==> src/rtl/fir_fxp_pkg.sv <==
// Fixed-point constants and round/saturate helpers shared by the FIR output stages.
// Default format: FIR result 22 bits (8.10 plus 4 growth bits), sample 9 bits (4.5).
package fir_fxp_pkg;

  localparam int unsigned WIX = 4;    // sample integer bits (sign included)
  localparam int unsigned WFX = 5;    // sample fractional bits
  localparam int unsigned WIO = 8;    // FIR result integer bits before growth
  localparam int unsigned WFO = 10;   // FIR result fractional bits
  localparam int unsigned N   = 4;    // accumulator growth bits

  localparam int unsigned IW = WIO + WFO + N;  // FIR result width
  localparam int unsigned OW = WIX + WFX;      // sample width
  localparam int unsigned SH = WFO - WFX;      // fractional bits dropped

  localparam logic signed [OW-1:0] OUT_MAX = {1'b0, {(OW-1){1'b1}}};
  localparam logic signed [OW-1:0] OUT_MIN = {1'b1, {(OW-1){1'b0}}};

  // Round half toward +inf and drop sh fractional bits; y must be sign-extended to 64 bits.
  function automatic logic signed [64:0] fxp_round(input logic signed [63:0] y,
                                                   input int unsigned sh);
    logic signed [64:0] ext;
    ext = {y[63], y};
    if (sh > 0) begin
      ext = ext + (65'sd1 <<< (sh - 1));
      ext = ext >>> sh;
    end
    return ext;
  endfunction

  // True when the rounded value falls outside an ow-bit signed range.
  function automatic logic fxp_clips(input logic signed [63:0] y,
                                     input int unsigned sh,
                                     input int unsigned ow);
    logic signed [64:0] r;
    logic signed [64:0] hi;
    logic signed [64:0] lo;
    r  = fxp_round(y, sh);
    hi = (65'sd1 <<< (ow - 1)) - 65'sd1;
    lo = -(65'sd1 <<< (ow - 1));
    return (r > hi) || (r < lo);
  endfunction

  // Rounded value clamped to an ow-bit signed range (ow <= 32), returned sign-extended.
  function automatic logic signed [31:0] fxp_requant(input logic signed [63:0] y,
                                                     input int unsigned sh,
                                                     input int unsigned ow);
    logic signed [64:0] r;
    logic signed [64:0] hi;
    logic signed [64:0] lo;
    r  = fxp_round(y, sh);
    hi = (65'sd1 <<< (ow - 1)) - 65'sd1;
    lo = -(65'sd1 <<< (ow - 1));
    if (r > hi) begin
      r = hi;
    end else if (r < lo) begin
      r = lo;
    end
    return 32'(r);
  endfunction

endpackage

==> src/rtl/fir_requant_fifo.sv <==
// Small synchronous FIFO with a registered head word.
// Ports: clk/rst (sync, active-high); push_* write side (push_ready = not full);
// pop_* read side (pop_valid = not empty, pop_data = registered head); level = occupancy.
module fir_requant_fifo #(
  parameter int unsigned DEPTH = 4,
  parameter int unsigned DW    = 9
) (
  input  logic                       clk,
  input  logic                       rst,
  input  logic                       push_valid,
  input  logic [DW-1:0]              push_data,
  output logic                       push_ready,
  output logic [DW-1:0]              pop_data,
  output logic                       pop_valid,
  input  logic                       pop_ready,
  output logic [$clog2(DEPTH):0]     level
);

  localparam int unsigned AW = $clog2(DEPTH);
  localparam int unsigned LW = AW + 1;

  logic [DW-1:0] mem_q [DEPTH];
  logic [DW-1:0] mem_d [DEPTH];
  logic [AW-1:0] wr_ptr_q, wr_ptr_d;
  logic [AW-1:0] rd_ptr_q, rd_ptr_d;
  logic [LW-1:0] level_q, level_d;
  logic [DW-1:0] head_q, head_d;
  logic          valid_q, valid_d;
  logic          ready_q, ready_d;
  logic          push_c;
  logic          pop_c;

  // Next-state: pointer/level update and head prefetch for the entry that will be at the front.
  always_comb begin
    mem_d    = mem_q;
    wr_ptr_d = wr_ptr_q;
    rd_ptr_d = rd_ptr_q;
    level_d  = level_q;
    head_d   = head_q;
    push_c   = push_valid & ready_q;
    pop_c    = valid_q & pop_ready;

    if (push_c) begin
      mem_d[wr_ptr_q] = push_data;
      wr_ptr_d        = wr_ptr_q + AW'(1);
    end
    if (pop_c) begin
      rd_ptr_d = rd_ptr_q + AW'(1);
    end
    if (push_c && !pop_c) begin
      level_d = level_q + LW'(1);
    end else if (!push_c && pop_c) begin
      level_d = level_q - LW'(1);
    end

    // New front entry may be the word being written this very cycle.
    if (level_d != '0) begin
      if (push_c && (wr_ptr_q == rd_ptr_d)) begin
        head_d = push_data;
      end else begin
        head_d = mem_q[rd_ptr_d];
      end
    end

    valid_d = (level_d != '0);
    ready_d = (level_d != LW'(DEPTH));
  end

  // State registers.
  always_ff @(posedge clk) begin
    if (rst) begin
      for (int i = 0; i < int'(DEPTH); i++) begin
        mem_q[i] <= '0;
      end
      wr_ptr_q <= '0;
      rd_ptr_q <= '0;
      level_q  <= '0;
      head_q   <= '0;
      valid_q  <= 1'b0;
      ready_q  <= 1'b1;
    end else begin
      mem_q    <= mem_d;
      wr_ptr_q <= wr_ptr_d;
      rd_ptr_q <= rd_ptr_d;
      level_q  <= level_d;
      head_q   <= head_d;
      valid_q  <= valid_d;
      ready_q  <= ready_d;
    end
  end

  assign push_ready = ready_q;
  assign pop_data   = head_q;
  assign pop_valid  = valid_q;
  assign level      = level_q;

endmodule

==> src/rtl/fir_out_requant.sv <==
// FIR output requantizer: rounds/saturates full-precision results to the sample format,
// buffers them in a FIFO and tracks saturation.
// Ports: CLK/RESET (sync, active-high); Y_IN/IN_VALID/IN_READY input handshake;
// X_OUT/OUT_VALID/OUT_READY output handshake; SAT_FLAG pulse, SAT_STICKY, SAT_CNT; LEVEL occupancy.
module fir_out_requant
  import fir_fxp_pkg::*;
#(
  parameter int unsigned WIX   = fir_fxp_pkg::WIX,
  parameter int unsigned WFX   = fir_fxp_pkg::WFX,
  parameter int unsigned WIO   = fir_fxp_pkg::WIO,
  parameter int unsigned WFO   = fir_fxp_pkg::WFO,
  parameter int unsigned N     = fir_fxp_pkg::N,
  parameter int unsigned DEPTH = 4,
  parameter int unsigned CW    = 16
) (
  input  logic                       CLK,
  input  logic                       RESET,
  input  logic [WIO+WFO+N-1:0]       Y_IN,
  input  logic                       IN_VALID,
  output logic                       IN_READY,
  output logic [WIX+WFX-1:0]         X_OUT,
  output logic                       OUT_VALID,
  input  logic                       OUT_READY,
  output logic                       SAT_FLAG,
  output logic                       SAT_STICKY,
  output logic [CW-1:0]              SAT_CNT,
  output logic [$clog2(DEPTH):0]     LEVEL
);

  localparam int unsigned OW_L = WIX + WFX;
  localparam int unsigned SH_L = WFO - WFX;

  logic [OW_L-1:0] sample_c;
  logic            clip_c;
  logic            push_c;
  logic            sat_flag_q, sat_flag_d;
  logic            sat_sticky_q, sat_sticky_d;
  logic [CW-1:0]   sat_cnt_q, sat_cnt_d;

  // Requantize the incoming result; only matters on the cycle it is pushed.
  always_comb begin
    sample_c = OW_L'(fxp_requant(64'($signed(Y_IN)), SH_L, OW_L));
    clip_c   = fxp_clips(64'($signed(Y_IN)), SH_L, OW_L);
    push_c   = IN_VALID & IN_READY;
  end

  fir_requant_fifo #(
    .DEPTH (DEPTH),
    .DW    (OW_L)
  ) u_fifo (
    .clk        (CLK),
    .rst        (RESET),
    .push_valid (IN_VALID),
    .push_data  (sample_c),
    .push_ready (IN_READY),
    .pop_data   (X_OUT),
    .pop_valid  (OUT_VALID),
    .pop_ready  (OUT_READY),
    .level      (LEVEL)
  );

  // Saturation accounting over accepted samples only; counter holds at all-ones.
  always_comb begin
    sat_flag_d   = push_c & clip_c;
    sat_sticky_d = sat_sticky_q | (push_c & clip_c);
    sat_cnt_d    = sat_cnt_q;
    if (push_c && clip_c && (sat_cnt_q != '1)) begin
      sat_cnt_d = sat_cnt_q + CW'(1);
    end
  end

  always_ff @(posedge CLK) begin
    if (RESET) begin
      sat_flag_q   <= 1'b0;
      sat_sticky_q <= 1'b0;
      sat_cnt_q    <= '0;
    end else begin
      sat_flag_q   <= sat_flag_d;
      sat_sticky_q <= sat_sticky_d;
      sat_cnt_q    <= sat_cnt_d;
    end
  end

  assign SAT_FLAG   = sat_flag_q;
  assign SAT_STICKY = sat_sticky_q;
  assign SAT_CNT    = sat_cnt_q;

endmodule

==> config.mk <==
export PLATFORM = sky130hd
export DESIGN_NAME = fir_out_requant
export DESIGN_NICKNAME = d
export VERILOG_FILES = /design/src/rtl/fir_fxp_pkg.sv /design/src/rtl/fir_requant_fifo.sv /design/src/rtl/fir_out_requant.sv
export SDC_FILE = /design/constraint.sdc
export NUM_CORES = 1
export LEC_CHECK = 0
export ABC_CLOCK_PERIOD_IN_PS = 3600
export CAP_MARGIN = 20
export CORE_ASPECT_RATIO = 1.75
export CORE_MARGIN = 2
export CORE_UTILIZATION = 50
export CTS_BUF_LIST = sky130_fd_sc_hd__clkbuf_4 sky130_fd_sc_hd__clkbuf_8
export DETAILED_ROUTE_END_ITERATION = 7
export PLACE_DENSITY = 0.75
export SYNTH_ARGS = -nofsm -noshare
export SYNTH_HDL_FRONTEND = slang
export SYNTH_SLANG_ARGS = --single-unit
==> constraint.sdc <==
create_clock -name CLK -period 3.6 [get_ports CLK]
set_input_delay 0.54 -clock CLK [delete_from_list [all_inputs] [get_ports CLK]]
set_output_delay 0.54 -clock CLK [all_outputs]
set_load 0.005 [all_outputs]
==> impl_metrics.ini, run 1 <==
[detailed_routing]
drt_drc_violations_left = 0
drt_iter0_markers = 117
via_count = 3228
detail_route.first_pass.iterations = 5
detail_route.vias_per_cell = 5.82
final_antenna_net_count = 0
wire_per_inst_um = 15.7
routed_wirelength_mm = 8.72

[timing]
max_frequency_ghz = 0.315
min_period_over_period_pct = 88.2
worst_clock_skew_ps = 10.1
grt_setup_unrepaired = false
setup-tns-final_ps = 0
relSlewSlack_pct = 48.8
worst_slew_pin_tran_ps = 768
finalHoldViolCount = 0
postLayoutSetupSlackWorst_ps = 425
report.final.slew_viol_count = 0
period_minus_slack_ps = 3180
setup_violations = 0

[synthesis]
asyncSetResetFlopFracSynth_pct = 0
synth_enable_flop_cells = 0
netlist_instances = 419
synth_top_flop_cell = sky130_fd_sc_hd__dfxtp_1
post_synth_instance_area_um2 = 3660
yosysSeqAreaShare_pct = 39.4
syn_avg_cell_area_um2 = 8.73
mappedNetlistNets = 453
yosysUniqueCellTypes = 47
ys_warn_count = 0
synth.ff_latch_count = 72

[layout]
nets = 498
area.growth.synth_to_final_pct = 21.9
postLayoutCoreUtil_pct = 62.6
n_fill_cell = 630
post_layout_nonfiller_instances = 555
drive_above_1_share_pct = 8.53
antenna_cells_inserted = 0

[power]
comb_power_share_pct = 26.3
maximum_vdd_ir_drop_mv = 0.435
sequential_share_of_power_pct = 42.4
power_density_nw_per_um2 = 506
power.share.clock_pct = 31.3
leakage_dissipation_nw = 1.58
power.switching_fraction_pct = 29.7
cell_internal_pwr_mw = 1.59
net-switching-power_mw = 0.671

[placed_design]
finalWeightedCongestion = 0.846
portBuffers = 53
placement.setup.worst_slack_ps = 105
dpl.cell_count = 539
post-dp-hpwl_mm = 6.23

[clock_tree]
cts-htree-levels = 3
clk_transition_reported_paths_ps = 80
cts.hold.buffers_added = 0
setup_bufs_post_cts = 0
cts_max_path_buffers = 2
cts_repair_resize_count = 0
number_of_buffers_created_by_cts = 9
clock_tree_from_tritoncts = yes
clk_latency_ps = 350
clock_sinks = 72
clock_root_buffer = sky130_fd_sc_hd__clkbuf_8

[grt]
met3_usage_pct = 3.92
grt_pass1_wl_mm = 14.1
use_met2_pct = 42.5
global_route.usage.met1_pct = 25.8
grt_max_usage_layer = met2
grt_pass1_vias = 3035
groute.usage.overall_pct = 23.2
antenna_found_initial = 0
overflow = 0
largest_net_degree_at_the_start_of_global_routing = 43

[setup_path]
worst-setup-path-type = in2reg
worst_ep_required_time_ps = 3880
critical_path_arrival_ps = 3450
critPathCaptureType = flop
worst-path-max-fanout = 28
startpoint_type = input pin

[flow_run]
timing.max_cap.violations = 0

[floorplanning]
dieWidth_um = 68.7
dieHeight_um = 117
start_util_pct = 51.3
coreArea_um2 = 7130
fp-row-count = 41
die-area_um2 = 8050
ios = 58

[hold_path]
hold_path.class = reg2reg

[run_status]
outcome = complete, no violations
==> power groups by stage <==
stage | Combinational [mW] | Clock [mW] | Sequential (mW)
after global placement | 0.583 | 0 | 0.969
after detailed placement | 0.594 | 0 | 0.971
after floorplan | 0.361 | 0 | 0.961
final | 0.595 | 0.707 | 0.957
after CTS | 0.599 | 0.714 | 0.956
after global routing | 0.653 | 0.749 | 0.967
==> worst paths after layout <==
kind                        endpoint  depth (start not counted)              start  slack, ps
hold / removal            SAT_STICKY                          2         SAT_STICKY        480
hold reg to reg           SAT_STICKY                          2         SAT_STICKY        480
setup / recovery         SAT_CNT[14]                         10            Y_IN[4]        420
setup reg to reg  u_fifo.pop_data[7]                          8  u_fifo.push_ready       1160
==> through the flow <==
step	power (mW)	instance area (um^2)	hold slack, ps
floorplan	1.32	3660	455
global placement	1.55	4240	450
detailed placement	1.56	4240	462
CTS	2.27	4460	479
global route	2.37	4460	519
finish	2.26	4460	479
==> Yosys cell counts, drive strengths merged, types with 7 or more instances <==
cell type | count | share of area (%)
dfxtp | 72 | 39
nor2 | 70 | 7.2
a211oi | 36 | 7.5
nand2 | 23 | 2.4
a21oi | 18 | 2.5
nand3 | 16 | 2.2
nor3 | 16 | 2.2
and3 | 15 | 2.6
o21ai | 14 | 1.9
buf | 13 | 1.8
clkbuf | 13 | 1.3
or3 | 10 | 1.7
xnor2 | 10 | 2.4
mux4 | 9 | 5.5
nand4 | 9 | 1.5
ha | 8 | 2.7
mux2i | 8 | 2.2
o22ai | 8 | 1.4
inv | 7 | 0.72
==> sequential cells by signal, summed over array words and instances, names as in the netlist, 2 cells and up <==
name	count
u_fifo.pop_data	9
u_fifo.rd_ptr_q	2
u_fifo.wr_ptr_q	2
u_fifo.level	3
u_fifo.mem_q	36
SAT_CNT	16
==> layout make-up <==
cell class | count | area [um^2] | area share (%)
well taps | 86 | 108 | 2.41
inverters | 7 | 26.3 | 0.589
repair buffers | 60 | 591 | 13.2
clock inverters | 6 | 82.6 | 1.85
flip-flops and latches | 72 | 1440 | 32.3
clock buffers | 10 | 138 | 3.08
multi-input cells | 314 | 2080 | 46.5
==> worst max-delay path, stage by stage <==
cell                              delay (ps)
sky130_fd_sc_hd__clkdlybuf4s50_1         540
sky130_fd_sc_hd__ha_1                    200
sky130_fd_sc_hd__and3_1                  310
sky130_fd_sc_hd__nand4_1                 150
sky130_fd_sc_hd__xnor2_1                 330
sky130_fd_sc_hd__a21o_1                  120
sky130_fd_sc_hd__and4bb_4                230
sky130_fd_sc_hd__nand3b_4                320
sky130_fd_sc_hd__or4_1                   540
sky130_fd_sc_hd__a21oi_1                 150
==> cell families (layout without fill, tap and decap cells) <==
family / count (synthesis) / in the layout / share of synthesized area, %
and+or+nand+nor: 182 / 182 / 25.4
DFF: 72 / 72 / 39.4
buffers and inverters: 33 / 83 / 3.86
AOI/OAI and AO/OA: 89 / 89 / 16.4
muxes: 19 / 19 / 8.34
adders and majority gates: 8 / 8 / 2.74
xor gates and xnor gates: 16 / 16 / 3.83
==> per-layer routing <==
| metal | wire length (um) | up-vias | share of wire, % |
|---|---|---|---|
| li1 | - | 1625 | - |
| met1 | 3440 | 1520 | 39 |
| met2 | 4850 | 70 | 56 |
| met3 | 290 | 13 | 3.3 |
| met4 | 138 | 0 | 1.6 |
| met5 | 0 | - | 0 |
==> cells in the final DEF, fill, tap and decap left out, types with 2 or more instances in the layout <==
| cell type | instances |
|---|---|
| sky130_fd_sc_hd__bufinv_16 | 2 |
| sky130_fd_sc_hd__nand2b_1 | 4 |
| sky130_fd_sc_hd__or4_1 | 5 |
| sky130_fd_sc_hd__nand2_1 | 23 |
| sky130_fd_sc_hd__o31ai_1 | 3 |
| sky130_fd_sc_hd__a21oi_1 | 18 |
| sky130_fd_sc_hd__and4_1 | 4 |
| sky130_fd_sc_hd__nor3_1 | 16 |
| sky130_fd_sc_hd__or3_1 | 10 |
| sky130_fd_sc_hd__inv_1 | 7 |
| sky130_fd_sc_hd__clkdlybuf4s50_1 | 52 |
| sky130_fd_sc_hd__ha_1 | 8 |
| sky130_fd_sc_hd__and3_1 | 15 |
| sky130_fd_sc_hd__dfxtp_1 | 72 |
| sky130_fd_sc_hd__o21ai_1 | 9 |
| sky130_fd_sc_hd__mux2_1 | 2 |
| sky130_fd_sc_hd__mux2i_1 | 8 |
| sky130_fd_sc_hd__nand4_1 | 9 |
| sky130_fd_sc_hd__clkinv_2 | 3 |
| sky130_fd_sc_hd__o21ai_0 | 5 |
| sky130_fd_sc_hd__mux4_2 | 9 |
| sky130_fd_sc_hd__nor2_1 | 69 |
| sky130_fd_sc_hd__o22ai_1 | 8 |
| sky130_fd_sc_hd__buf_4 | 6 |
| sky130_fd_sc_hd__nor2b_1 | 4 |
| sky130_fd_sc_hd__xnor2_1 | 10 |
| sky130_fd_sc_hd__o211ai_1 | 2 |
| sky130_fd_sc_hd__a211oi_1 | 35 |
| sky130_fd_sc_hd__nand3_1 | 16 |
| sky130_fd_sc_hd__xor2_1 | 6 |
| sky130_fd_sc_hd__clkbuf_8 | 10 |
Power figures use the tool's default switching activity.
==> run 2: changes to the inputs <==
- GPL_TIMING_DRIVEN: default -> 1
==> results of run 2 <==
Final layout, timing and power as in run 1 (identical DEF).
